$ cat src/rtl/gen3_scr_pkg.sv
// Shared constants for the Gen3 128b/130b scrambler: the G(X) tap mask, the per-lane seeds,
// the beat mode encoding and the single-step Galois LFSR function.
package gen3_scr_pkg;

    localparam int unsigned LFSR_W = 23;

    // Taps for X^21, X^16, X^8, X^5, X^2 and 1, fed back from state[22] in Galois form.
    localparam logic [LFSR_W-1:0] SCR_TAPS = 23'h210125;

    typedef enum logic [1:0] {
        SCR_MODE_SCRAMBLE    = 2'b00,
        SCR_MODE_BYPASS_ADV  = 2'b01,
        SCR_MODE_BYPASS_HOLD = 2'b10,
        SCR_MODE_HOLD        = 2'b11
    } scr_mode_e;

    function automatic logic [LFSR_W-1:0] scr_seed(input int unsigned idx);
        logic [2:0] sel;
        sel = 3'(idx % 8);
        case (sel)
            3'd0:    return 23'h1DBFBC;
            3'd1:    return 23'h0607BB;
            3'd2:    return 23'h1EC760;
            3'd3:    return 23'h18C0DB;
            3'd4:    return 23'h010F12;
            3'd5:    return 23'h19CFC9;
            3'd6:    return 23'h0277CE;
            default: return 23'h1BB807;
        endcase
    endfunction

    function automatic logic [LFSR_W-1:0] lfsr_step(input logic [LFSR_W-1:0] s);
        return {s[LFSR_W-2:0], 1'b0} ^ (s[LFSR_W-1] ? SCR_TAPS : '0);
    endfunction

endpackage

$ cat src/rtl/gen3_scr_lane.sv
// One lane's 23-bit scrambler LFSR: exposes the DW-bit key for the current beat and
// advances, holds or reloads its seed under control of the shared beat decode.
module gen3_scr_lane
    import gen3_scr_pkg::*;
#(
    parameter int unsigned       DW   = 8,
    parameter logic [LFSR_W-1:0] SEED = 23'h1DBFBC
) (
    input  logic          pclk,
    input  logic          reset_n,
    input  logic          i_scr_reset,
    input  logic          i_valid,
    input  logic          i_advance,
    input  logic          i_reload,
    output logic [DW-1:0] o_key_c
);

    logic [LFSR_W-1:0] r_lfsr;
    logic [LFSR_W-1:0] w_lfsr_next;

    // Unrolled bit-serial walk: key bit k is the MSB before the k-th step.
    always_comb begin
        w_lfsr_next = r_lfsr;
        o_key_c     = '0;
        for (int k = 0; k < int'(DW); k++) begin
            o_key_c[k]  = w_lfsr_next[LFSR_W-1];
            w_lfsr_next = lfsr_step(w_lfsr_next);
        end
    end

    // Reload beats take the seed even when the same beat also asked to advance.
    always_ff @(posedge pclk or negedge reset_n) begin
        if (!reset_n) begin
            r_lfsr <= SEED;
        end else if (i_scr_reset || (i_valid && i_reload)) begin
            r_lfsr <= SEED;
        end else if (i_valid && i_advance) begin
            r_lfsr <= w_lfsr_next;
        end
    end

endmodule

$ cat src/rtl/gen3_multilane_scrambler.sv
// Multi-lane 128b/130b scrambler between the block framer and the PIPE lanes: per-lane
// LFSRs with shared mode/reload control, one-cycle registered datapath and block alignment check.
module gen3_multilane_scrambler
    import gen3_scr_pkg::*;
#(
    parameter int unsigned LANES      = 4,
    parameter int unsigned DATA_WIDTH = 8
) (
    input  logic                        pclk,
    input  logic                        reset_n,
    input  logic                        scr_reset,
    input  logic                        in_valid,
    input  logic [LANES*DATA_WIDTH-1:0] in_data,
    input  logic                        in_block_start,
    input  logic [1:0]                  in_sync_hdr,
    input  logic [1:0]                  in_mode,
    input  logic                        in_seed_reload,
    output logic                        out_valid,
    output logic [LANES*DATA_WIDTH-1:0] out_data,
    output logic                        out_block_start,
    output logic [1:0]                  out_sync_hdr,
    output logic                        out_align_err
);

    localparam int unsigned BEATS     = 128 / DATA_WIDTH;
    localparam int unsigned CNT_W     = $clog2(BEATS);
    localparam logic [CNT_W-1:0] LAST_BEAT = CNT_W'(BEATS - 1);

    logic [LANES*DATA_WIDTH-1:0] w_key;
    logic [LANES*DATA_WIDTH-1:0] w_data_nxt;
    logic                        w_advance;
    logic                        w_scramble;
    logic [CNT_W-1:0]            r_beat_cnt;

    assign w_scramble = (in_mode == SCR_MODE_SCRAMBLE);
    assign w_advance  = w_scramble || (in_mode == SCR_MODE_BYPASS_ADV);
    // A beat coinciding with scr_reset goes out unscrambled.
    assign w_data_nxt = (w_scramble && !scr_reset) ? (in_data ^ w_key) : in_data;

    for (genvar n = 0; n < int'(LANES); n++) begin : g_lane
        gen3_scr_lane #(
            .DW   (DATA_WIDTH),
            .SEED (scr_seed(n))
        ) u_lane (
            .pclk        (pclk),
            .reset_n     (reset_n),
            .i_scr_reset (scr_reset),
            .i_valid     (in_valid),
            .i_advance   (w_advance),
            .i_reload    (in_seed_reload),
            .o_key_c     (w_key[n*DATA_WIDTH +: DATA_WIDTH])
        );
    end

    // Output registers, beat counter and the mid-block block_start check.
    always_ff @(posedge pclk or negedge reset_n) begin
        if (!reset_n) begin
            out_valid       <= 1'b0;
            out_data        <= '0;
            out_block_start <= 1'b0;
            out_sync_hdr    <= 2'b00;
            out_align_err   <= 1'b0;
            r_beat_cnt      <= '0;
        end else begin
            out_valid       <= in_valid;
            out_block_start <= in_valid && in_block_start;
            out_align_err   <= 1'b0;
            if (in_valid) begin
                out_data <= w_data_nxt;
            end
            if (in_valid && in_block_start) begin
                out_sync_hdr <= in_sync_hdr;
            end
            if (scr_reset) begin
                r_beat_cnt <= '0;
            end else if (in_valid) begin
                if (in_block_start && (r_beat_cnt != '0)) begin
                    out_align_err <= 1'b1;
                    r_beat_cnt    <= CNT_W'(1);
                end else if (r_beat_cnt == LAST_BEAT) begin
                    r_beat_cnt <= '0;
                end else begin
                    r_beat_cnt <= r_beat_cnt + CNT_W'(1);
                end
            end
        end
    end

endmodule

$ cat config.mk
export PLATFORM = sky130hd
export DESIGN_NAME = gen3_multilane_scrambler
export DESIGN_NICKNAME = d
export VERILOG_FILES = /design/src/rtl/gen3_scr_pkg.sv /design/src/rtl/gen3_scr_lane.sv /design/src/rtl/gen3_multilane_scrambler.sv
export SDC_FILE = /design/constraint.sdc
export NUM_CORES = 1
export LEC_CHECK = 0
export CORE_MARGIN = 2
export CORE_UTILIZATION = 60
export CTS_BUF_LIST = sky130_fd_sc_hd__clkbuf_8 sky130_fd_sc_hd__clkbuf_16
export DETAILED_ROUTE_END_ITERATION = 16
export PLACE_DENSITY = 0.85
export SLEW_MARGIN = 20
export SYNTH_ARGS = -nofsm -noshare
export SYNTH_HDL_FRONTEND = slang
export SYNTH_SLANG_ARGS = --single-unit
$ cat constraint.sdc
create_clock -name pclk -period 4.9 [get_ports pclk]
set_input_delay 0.735 -clock pclk [delete_from_list [all_inputs] [get_ports pclk]]
set_output_delay 0.735 -clock pclk [all_outputs]
set_load 0.02 [all_outputs]
==> results.tsv, run 1 <==
metric	value	unit
path_class	in2reg	
grt_pass1_vias	5207	
fin_crit_sh	49.7	%
pwr-share-clk	41.1	%
coreArea	10900	sq um
routed-via-count	4888	
internal_power	0.00218	W
fin_crit	2430	ps
start_util	61.6	%
post_drt_wl_per_cell	18.4	um
grt_setup_unrepaired	false	
die_w	110	um
drc	0	
r2r_end	g_lane[2].u_lane.r_lfsr[17]$_DFFE_PN1P_	
drive_above_1_share	14.0	%
setup.worst_path.end_class	flop	
cp_max_fo	25	
clock_path_buffers	2	
rrSetupSlack	2670	ps
drv_slew	0	
yosys_register_bits	133	
ys_warn_count	0	
grt_max_degree	77	
routed_wl	15.7	mm
track_usage	27.9	%
critPathRequiredTime	5360	ps
comb_power_share	17.7	%
dp_slack	1900	ps
synth-main-ff-cell	dfrtp_1	
yosys-top-cells-area	dfrtp_1 (32%), dfstp_2 (19%), xnor2_1 (11%)	
status	complete, no violations	
setup_slack	2470	ps
die_h	110	um
post_cts_buffers	0	
vdd_ir_drop_max	299	uV
dr.pass1.iters	5	
syn_avg_cell_area	10.5	sq um
root_buffer	clkbuf_8	
htreeDepth	4	
cts_buffers	17	
syn_inst	640	
setup_tns	0	ps
p_total	0.00298	W
die_area	12000	sq um
ios	79	
syn_nets	684	
worstMarginPinSlew	917	ps
p_sw_share	26.7	%
fin_nets	746	
cap_violations	0	
cts_tree	built	
rows	38	
cp-startpoint	scr_reset	
r2r_cells	4	
insertion_delay	540	ps
hold_viol_final	0	
synth_edf_count	0	
yosysUniqueCellTypes	44	
ctsResizeCount	0	
pwr_density_cell	366	nW/um^2
synth_commonest_cells	dfrtp_1 (85), nor2_1 (85), xnor2_1 (83)	
synth_top_area_share	31.7	%
skew	9.14	ps
r2r_start	g_lane[2].u_lane.r_lfsr[20]$_DFFE_PN1P_	
start_kind	input pin	
viasPerCell	5.72	
arrival	2900	ps
antenna_found_initial	0	
max_slew_margin	38.9	%
power_frac_seq	41.2	%
grt_pass1_wl	25.3	mm
netlist_area	6700	sq um
cts.sinks	133	
num_antenna_cells	0	
fmax	411	MHz
port_buffers	78	
setup_violations	0	
place_hpwl	9.33	mm
synthArstFlopShare	100	%
areaGrowthSynthToFinish	21.3	%
drt_iter0_markers	305	
hold_path.class	in2async	
grt_overflow	0	
setup.worst_path.end	out_data[30]$_DFFE_PN0P_	
total_leakage_power	3.26	nW
power_switching	0.000796	W
clk_pin_slew	60	ps
ant_nets	0	
gp_congestion	0.777	
yosysSeqAreaShare	50.6	%
yosys.area.top_type	dfrtp_1	
ctsHoldBuffers	0	
final cells by class:
type | count | area (sq um)
flip-flops and latches | 133 | 3390
repair buffers | 86 | 853
clock buffers | 21 | 469
inverters | 3 | 11.3
well taps | 140 | 175
clock inverters | 11 | 97.6
fillers | 735 | 2760
multi-input cells | 461 | 3140
kinds of logic after synthesis:
logic type	after synthesis	share of synthesized area, %
fa+ha+maj	2	0.373
mux	2	0.336
flops	133	50.6
simple gates	158	9.78
compound gates	141	11.8
buf+inv	46	3.08
xor+xnor	158	24.1
cell usage in the layout, fill, tap and decap left out, types with 7 or more instances in the layout:
cell type and instances:
buf_4 8, clkdlybuf4s50_1 76, o22a_1 7, a22o_1 10, clkbuf_16 16, o21ai_0 43, a21oi_1 66, a31oi_1 9
nor2_1 85, nand2_1 52, inv_1 9, dfstp_2 48, xnor2_1 83, xor2_1 59, or3_1 9, dfrtp_1 85
flip-flops by register name, summed over array words and instances, names as in the netlist:
| register | count |
|---|---|
| out_block_start | 1 |
| out_valid | 1 |
| out_sync_hdr | 2 |
| g_lane.u_lane.r_lfsr | 92 |
| out_data | 32 |
| out_align_err | 1 |
| r_beat_cnt | 4 |
worst max-delay path, stage by stage:
cell and delay (ps):
clkdlybuf4s50_1 680, or3_1 820, or3_1 490, a31oi_1 170
worst min path at each step:
stage,endpoint,slack (ps),depth (start not counted)
after global routing,r_beat_cnt[0]$_DFFE_PN0P_,390,1
after CTS,r_beat_cnt[0]$_DFFE_PN0P_,350,1
after detailed placement,g_lane[1].u_lane.r_lfsr[0]$_DFFE_PN1P_,500,2
after floorplan,g_lane[0].u_lane.r_lfsr[0]$_DFFE_PN0P_,440,0
after global placement,g_lane[0].u_lane.r_lfsr[1]$_DFFE_PN0P_,480,2
final,r_beat_cnt[0]$_DFFE_PN0P_,310,1
routing by layer:
metal  share of wire [%]  up-vias  global-route usage [%]
li1                    -     2234                       -
met1                  42     2495                    35.2
met2                  52      140                    47.8
met3                 4.4       19                    5.51
met4                 1.4        0                    10.3
met5                   0        -                       0
through the flow:
stage,util [%],cells,instance area (sq um),hold slack (ps)
3_3_place_gp,69.2,822,7530,483
4_1_cts,74.4,854,8100,353
2_1_floorplan,-,640,6700,439
3_5_place_dp,69.2,822,7530,496
6_report,74.7,855,8130,313
5_1_grt,74.7,855,8130,388
power groups by stage:
stage | Sequential (W) | Combinational [W] | Clock (W)
final | 0.00123 | 0.000526 | 0.00123
after global routing | 0.00124 | 0.000572 | 0.00128
after CTS | 0.00123 | 0.000522 | 0.00123
after detailed placement | 0.00124 | 0.000512 | 0
after global placement | 0.00124 | 0.000493 | 0
after floorplan | 0.00126 | 0.000304 | 0
No activity file was read; power rests on OpenSTA's default activity.
==> run 2: changes to the inputs <==
--- a/config.mk
+++ b/config.mk
@@ -6,10 +6,10 @@
 export NUM_CORES = 1
 export LEC_CHECK = 0
 export CORE_MARGIN = 2
-export CORE_UTILIZATION = 60
+export CORE_UTILIZATION = 56
 export CTS_BUF_LIST = sky130_fd_sc_hd__clkbuf_8 sky130_fd_sc_hd__clkbuf_16
 export DETAILED_ROUTE_END_ITERATION = 16
-export PLACE_DENSITY = 0.85
+export PLACE_DENSITY = 0.8
 export SLEW_MARGIN = 20
 export SYNTH_ARGS = -nofsm -noshare
 export SYNTH_HDL_FRONTEND = slang
==> constraint.sdc (replaced) <==
create_clock -name pclk -period 2.25 [get_ports pclk]
set_input_delay 0.3375 -clock pclk [delete_from_list [all_inputs] [get_ports pclk]]
set_output_delay 0.3375 -clock pclk [all_outputs]
set_load 0.02 [all_outputs]
==> run 2 against run 1 <==
Compared with the run above:
- register-to-register slack got worse by 2400 ps
- clock skew shrank 0.53 ps
- design area grew 0.72%
==> results.tsv, run 2 (synthesized netlist as in run 1, its figures left out) <==
metric	value	unit
status	complete, no violations	
die_h	113	um
cp_max_fo	7	
largestRegisters	g_lane.u_lane.r_lfsr x92, out_data x32, r_beat_cnt x4	
fin_nets	756	
cap_violations	0	
fillCellCount	820	
max_slew_margin	62.2	%
track_usage	24.4	%
hold_path.class	in2reg	
post_drt_wl_per_cell	16.7	um
place_hpwl	9.45	mm
port_buffers	78	
dr.pass1.iters	4	
start_kind	flop	
fmax	496	MHz
drive_above_1_share	15.1	%
worstMarginPinSlew	565	ps
gp_congestion	0.816	
drc	0	
grt_max_degree	52	
areaGrowthSynthToFinish	22.2	%
setup_violations	0	
skew	8.61	ps
largest_reg_flops	92	
num_antenna_cells	0	
routed-via-count	4775	
path_class	reg2reg	
clock_path_buffers	2	
drt_iter0_markers	254	
hold_viol_final	0	
setup_slack	232	ps
cp-startpoint	g_lane[3].u_lane.r_lfsr[20]$_DFFE_PN1P_	
grt_pass1_vias	5015	
fin_crit	2020	ps
cts.sinks	133	
register_area	3390	sq um
multiInputGateArea	3120	sq um
viasPerCell	5.51	
setup.worst_path.end_class	flop	
post_cts_buffers	0	
clk_pin_slew	60	ps
setup_tns	0	ps
fin_crit_sh	89.7	%
hp-start	in_valid	
regMostFlops	g_lane.u_lane.r_lfsr	
p_total	0.00622	W
crit_chain	xnor3_2, xor2_1, o21ai_0, a31oi_1	
grt_pass1_wl	24.6	mm
vdd_ir_drop_max	388	uV
coreArea	11600	sq um
cpPeakStageDelay	560	ps
htreeDepth	4	
pwr_density_cell	760	nW/um^2
root_buffer	clkbuf_16	
cts_tree	built	
die_w	113	um
grt_use_met2	41.2	%
drv_slew	0	
busiest_layer	met2	
critPathRequiredTime	2580	ps
ant_nets	0	
die_area	12900	sq um
antenna_found_initial	0	
cts_buffers	17	
rows	39	
arrival	2350	ps
routed_wl	14.5	mm
total_leakage_power	3.30	nW
start_util	58.0	%
final_cell_mix	nor2_1 (85), dfrtp_1 (85), xnor2_1 (83), clkdlybuf4s50_1 (76), a21oi_1 (66)	
cp_slowest_cell	dfstp_2	
grt_setup_unrepaired	false	
r2r_start	g_lane[3].u_lane.r_lfsr[20]$_DFFE_PN1P_	
dp_slack	170	ps
ios	79	
grt_overflow	0	
met3_usage	5.42	%
grtUsageMet1	31.5	%
insertion_delay	420	ps
run 2: cell count changes in the layout (fill, tap and decap cells not counted), moves of 2 or more:
cell | previous run | this run
clkinv_2 | 3 | 6
clkbuf_8 | 5 | 3
bufinv_16 | 2 | 0
buf_4 | 8 | 13
buf_12 | 0 | 5
run 2: critical path, delay by kind of cell (launching register included):
kind / cells / cell delay (ps)
xor+xnor: 2 / 1010
flops: 1 / 560
compound gates: 2 / 370
run 2: stage by stage:
step	hold slack, ps	instances	utilization (%)	area (sq um)
2_1_floorplan	41.9	640	-	6700
3_3_place_gp	354	835	66.3	7660
3_5_place_dp	361	835	66.3	7660
4_1_cts	156	867	70.8	8190
5_1_grt	179	867	70.8	8190
6_report	182	867	70.8	8190
run 2: power by group:
part | switching [W] | internal [W]
Sequential | 0.000103 | 0.00256
Clock | 0.000954 | 0.00145
Combinational | 0.000603 | 0.000557
run 2: final cells by class:
cell class,count,share of cell area (%)
Clock inverter,11,0.596
Sequential cell,133,41.4
Timing Repair Buffer,96,11.9
Inverter,3,0.137
Tap cell,143,2.18
Multi-Input combinational cell,461,38.1
Clock buffer,20,5.70
run 2: worst paths after layout:
check | end | slack (ps) | depth (start not counted)
worst min-delay path | out_valid$_DFF_PN0_ | 180 | 1
worst min register to register | g_lane[0].u_lane.r_lfsr[6]$_DFFE_PN0P_ | 510 | 2
worst max register to register | out_data[30]$_DFFE_PN0P_ | 230 | 4
min in group asynchronous | r_beat_cnt[3]$_DFFE_PN0P_ | 460 | 2
worst max-delay path | out_data[30]$_DFFE_PN0P_ | 230 | 4
max in group asynchronous | g_lane[1].u_lane.r_lfsr[0]$_DFFE_PN1P_ | 1070 | 3
run 2: layer usage:
| layer | share of wire [%] | vias to the layer above |
|---|---|---|
| li1 | - | 2255 |
| met1 | 44 | 2399 |
| met2 | 51 | 103 |
| met3 | 3.8 | 18 |
| met4 | 1.4 | 0 |
| met5 | 0 | - |
run 2: what timing repair did:
action	4_1_cts	5_1_grt
hold endpoints to repair	29	0
gates resized for setup	0	0
hold buffers	1	0
==> run 3: changes to the inputs <==
--- a/config.mk
+++ b/config.mk
@@ -9,7 +9,7 @@
 export CORE_UTILIZATION = 56
 export CTS_BUF_LIST = sky130_fd_sc_hd__clkbuf_8 sky130_fd_sc_hd__clkbuf_16
 export DETAILED_ROUTE_END_ITERATION = 16
-export PLACE_DENSITY = 0.8
+export PLACE_DENSITY = 0.77
 export SLEW_MARGIN = 20
 export SYNTH_ARGS = -nofsm -noshare
 export SYNTH_HDL_FRONTEND = slang
==> run 3 against run 2 <==
Compared with the run above:
- count of clock-buffer cells in the layout is 3 higher
- via count is 0.75% lower
- design area is 0.55% higher
- critical path type unchanged
- combinational power hardly changed
- critical path depth is 1 higher
==> results.tsv, run 3 (synthesized netlist as in run 1, its figures left out) <==
metric	value	unit
status	complete, no violations	
coreArea	11600	sq um
gp_congestion	0.804	
largest_reg_flops	92	
total_leakage_power	3.32	nW
final_cell_mix	nor2_1 (85), dfrtp_1 (85), xnor2_1 (83), clkdlybuf4s50_1 (76), a21oi_1 (66)	
cpPeakStageDelay	580	ps
r2r_start	g_lane[2].u_lane.r_lfsr[20]$_DFFE_PN1P_	
fin_nets	759	
path_delay_family	XOR/XNOR gates	
cts.sinks	133	
num_antenna_cells	0	
die_area	12900	sq um
arrival	2430	ps
grt_overflow	0	
pwr_density_cell	770	nW/um^2
htreeDepth	4	
drive_above_1_share	15.5	%
ant_nets	0	
cts_tree	built	
fin_crit	2100	ps
areaGrowthSynthToFinish	22.9	%
track_usage	24.4	%
fin_crit_sh	93.5	%
regMostFlops	g_lane.u_lane.r_lfsr	
critical_path_buf_inv_count	1	
post_cts_buffers	0	
largestRegisters	g_lane.u_lane.r_lfsr x92, out_data x32, r_beat_cnt x4	
drt_iter0_markers	313	
drv_slew	0	
start_util	58.0	%
place_hpwl	9.15	mm
grt_max_degree	54	
post_drt_wl_per_cell	16.6	um
setup_slack	147	ps
routed_wl	14.5	mm
cp_slowest_cell	dfstp_2	
worstMarginPinSlew	531	ps
start_kind	flop	
grt_pass1_wl	24.6	mm
clk_pin_slew	60	ps
antenna_found_initial	0	
insertion_delay	410	ps
fmax	475	MHz
worstHoldEndpoint	out_valid$_DFF_PN0_	
dr.pass1.iters	4	
grt_setup_unrepaired	false	
grt_pass1_vias	5070	
dp_slack	201	ps
viasPerCell	5.45	
cts_buffers	17	
r2r_end	out_data[22]$_DFFE_PN0P_	
vdd_ir_drop_max	655	uV
r2r_cells	5	
path_class	reg2reg	
clock_path_buffers	2	
die_h	113	um
fillCellCount	833	
drc	0	
crit_chain	xnor3_2, xor2_1, buf_4, or3_1, a31oi_1	
setup.worst_path.end_class	flop	
hold_path.class	in2reg	
ios	79	
cp_max_fo	7	
setup_tns	0	ps
hp-start	in_valid	
die_w	113	um
skew	6.46	ps
routed-via-count	4739	
root_buffer	clkbuf_16	
whs_path_depth	1	
rrSetupSlack	150	ps
cap_violations	0	
rows	39	
setup_violations	0	
port_buffers	78	
max_slew_margin	64.6	%
hold_viol_final	0	
critPathRequiredTime	2580	ps
## run 3: changes by cell type in the layout (fill, tap and decap cells not counted)
| cell | before | now |
|---|---|---|
| inv_1 | 8 | 7 |
| buf_4 | 13 | 17 |
| clkinv_2 | 6 | 4 |
| a21oi_4 | 0 | 1 |
| clkbuf_8 | 3 | 6 |
| buf_12 | 5 | 4 |
| a21oi_2 | 1 | 0 |
## run 3: power breakdown
part | internal (W) | switching [W]
Clock | 0.00155 | 0.000972
Combinational | 0.000559 | 0.000597
Sequential | 0.00256 | 0.000105
Total | 0.00467 | 0.00167
## run 3: stage by stage
step | std cells | cell area (sq um) | power (W) | hold WS (ps) | util [%]
finish | 870 | 8240 | 0.00634 | 98.4 | 71.2
CTS | 870 | 8240 | 0.00639 | 82.2 | 71.2
global route | 870 | 8240 | 0.00662 | 89.8 | 71.2
global placement | 838 | 7680 | 0.00381 | 348 | 66.4
floorplan | 640 | 6700 | 0.00341 | 41.9 | -
detailed placement | 838 | 7680 | 0.00385 | 354 | 66.4
## run 3: how the worst max path moves through the flow
stage                     cells after the start                               startpoint                                     end  slack (ps)
after global routing                          4  g_lane[1].u_lane.r_lfsr[21]$_DFFE_PN0P_  g_lane[1].u_lane.r_lfsr[8]$_DFFE_PN1P_          70
after CTS                                     5  g_lane[2].u_lane.r_lfsr[20]$_DFFE_PN1P_                out_data[22]$_DFFE_PN0P_         150
after global placement                        5                               in_mode[1]                out_data[30]$_DFFE_PN0P_         220
after detailed placement                      5                               in_mode[1]                out_data[30]$_DFFE_PN0P_         200
after floorplan                               5  g_lane[2].u_lane.r_lfsr[19]$_DFFE_PN1P_                out_data[23]$_DFFE_PN0P_         280
final                                         5  g_lane[2].u_lane.r_lfsr[20]$_DFFE_PN1P_                out_data[22]$_DFFE_PN0P_         150
## run 3: cell type report
class | instances | area [sq um] | area share (%)
inverter | 3 | 11.3 | 0.137
clock buffer | 23 | 508 | 6.17
tap | 143 | 179 | 2.17
multi-input combinational | 461 | 3130 | 38.0
sequential | 133 | 3390 | 41.1
clock inverter | 8 | 35.0 | 0.425
timing repair buffer | 99 | 983 | 11.9
## run 3: timing repair
item / 4_1_cts / 5_1_grt
endpoints found under the setup margin: 0 / 0
hold buffers: 1 / 0
gates resized for setup: 0 / 0
hold endpoints to repair: 21 / 0
## run 3: routing by layer
layer | wire length [um] | part of all wire [%] | track usage, % | vias up
li1 | - | - | - | 2267
met2 | 7260 | 50 | 40.8 | 101
met5 | 0 | 0 | 0 | -
met1 | 6430 | 44 | 31.5 | 2353
met3 | 635 | 4.4 | 5.47 | 18
met4 | 161 | 1.1 | 9.27 | 0
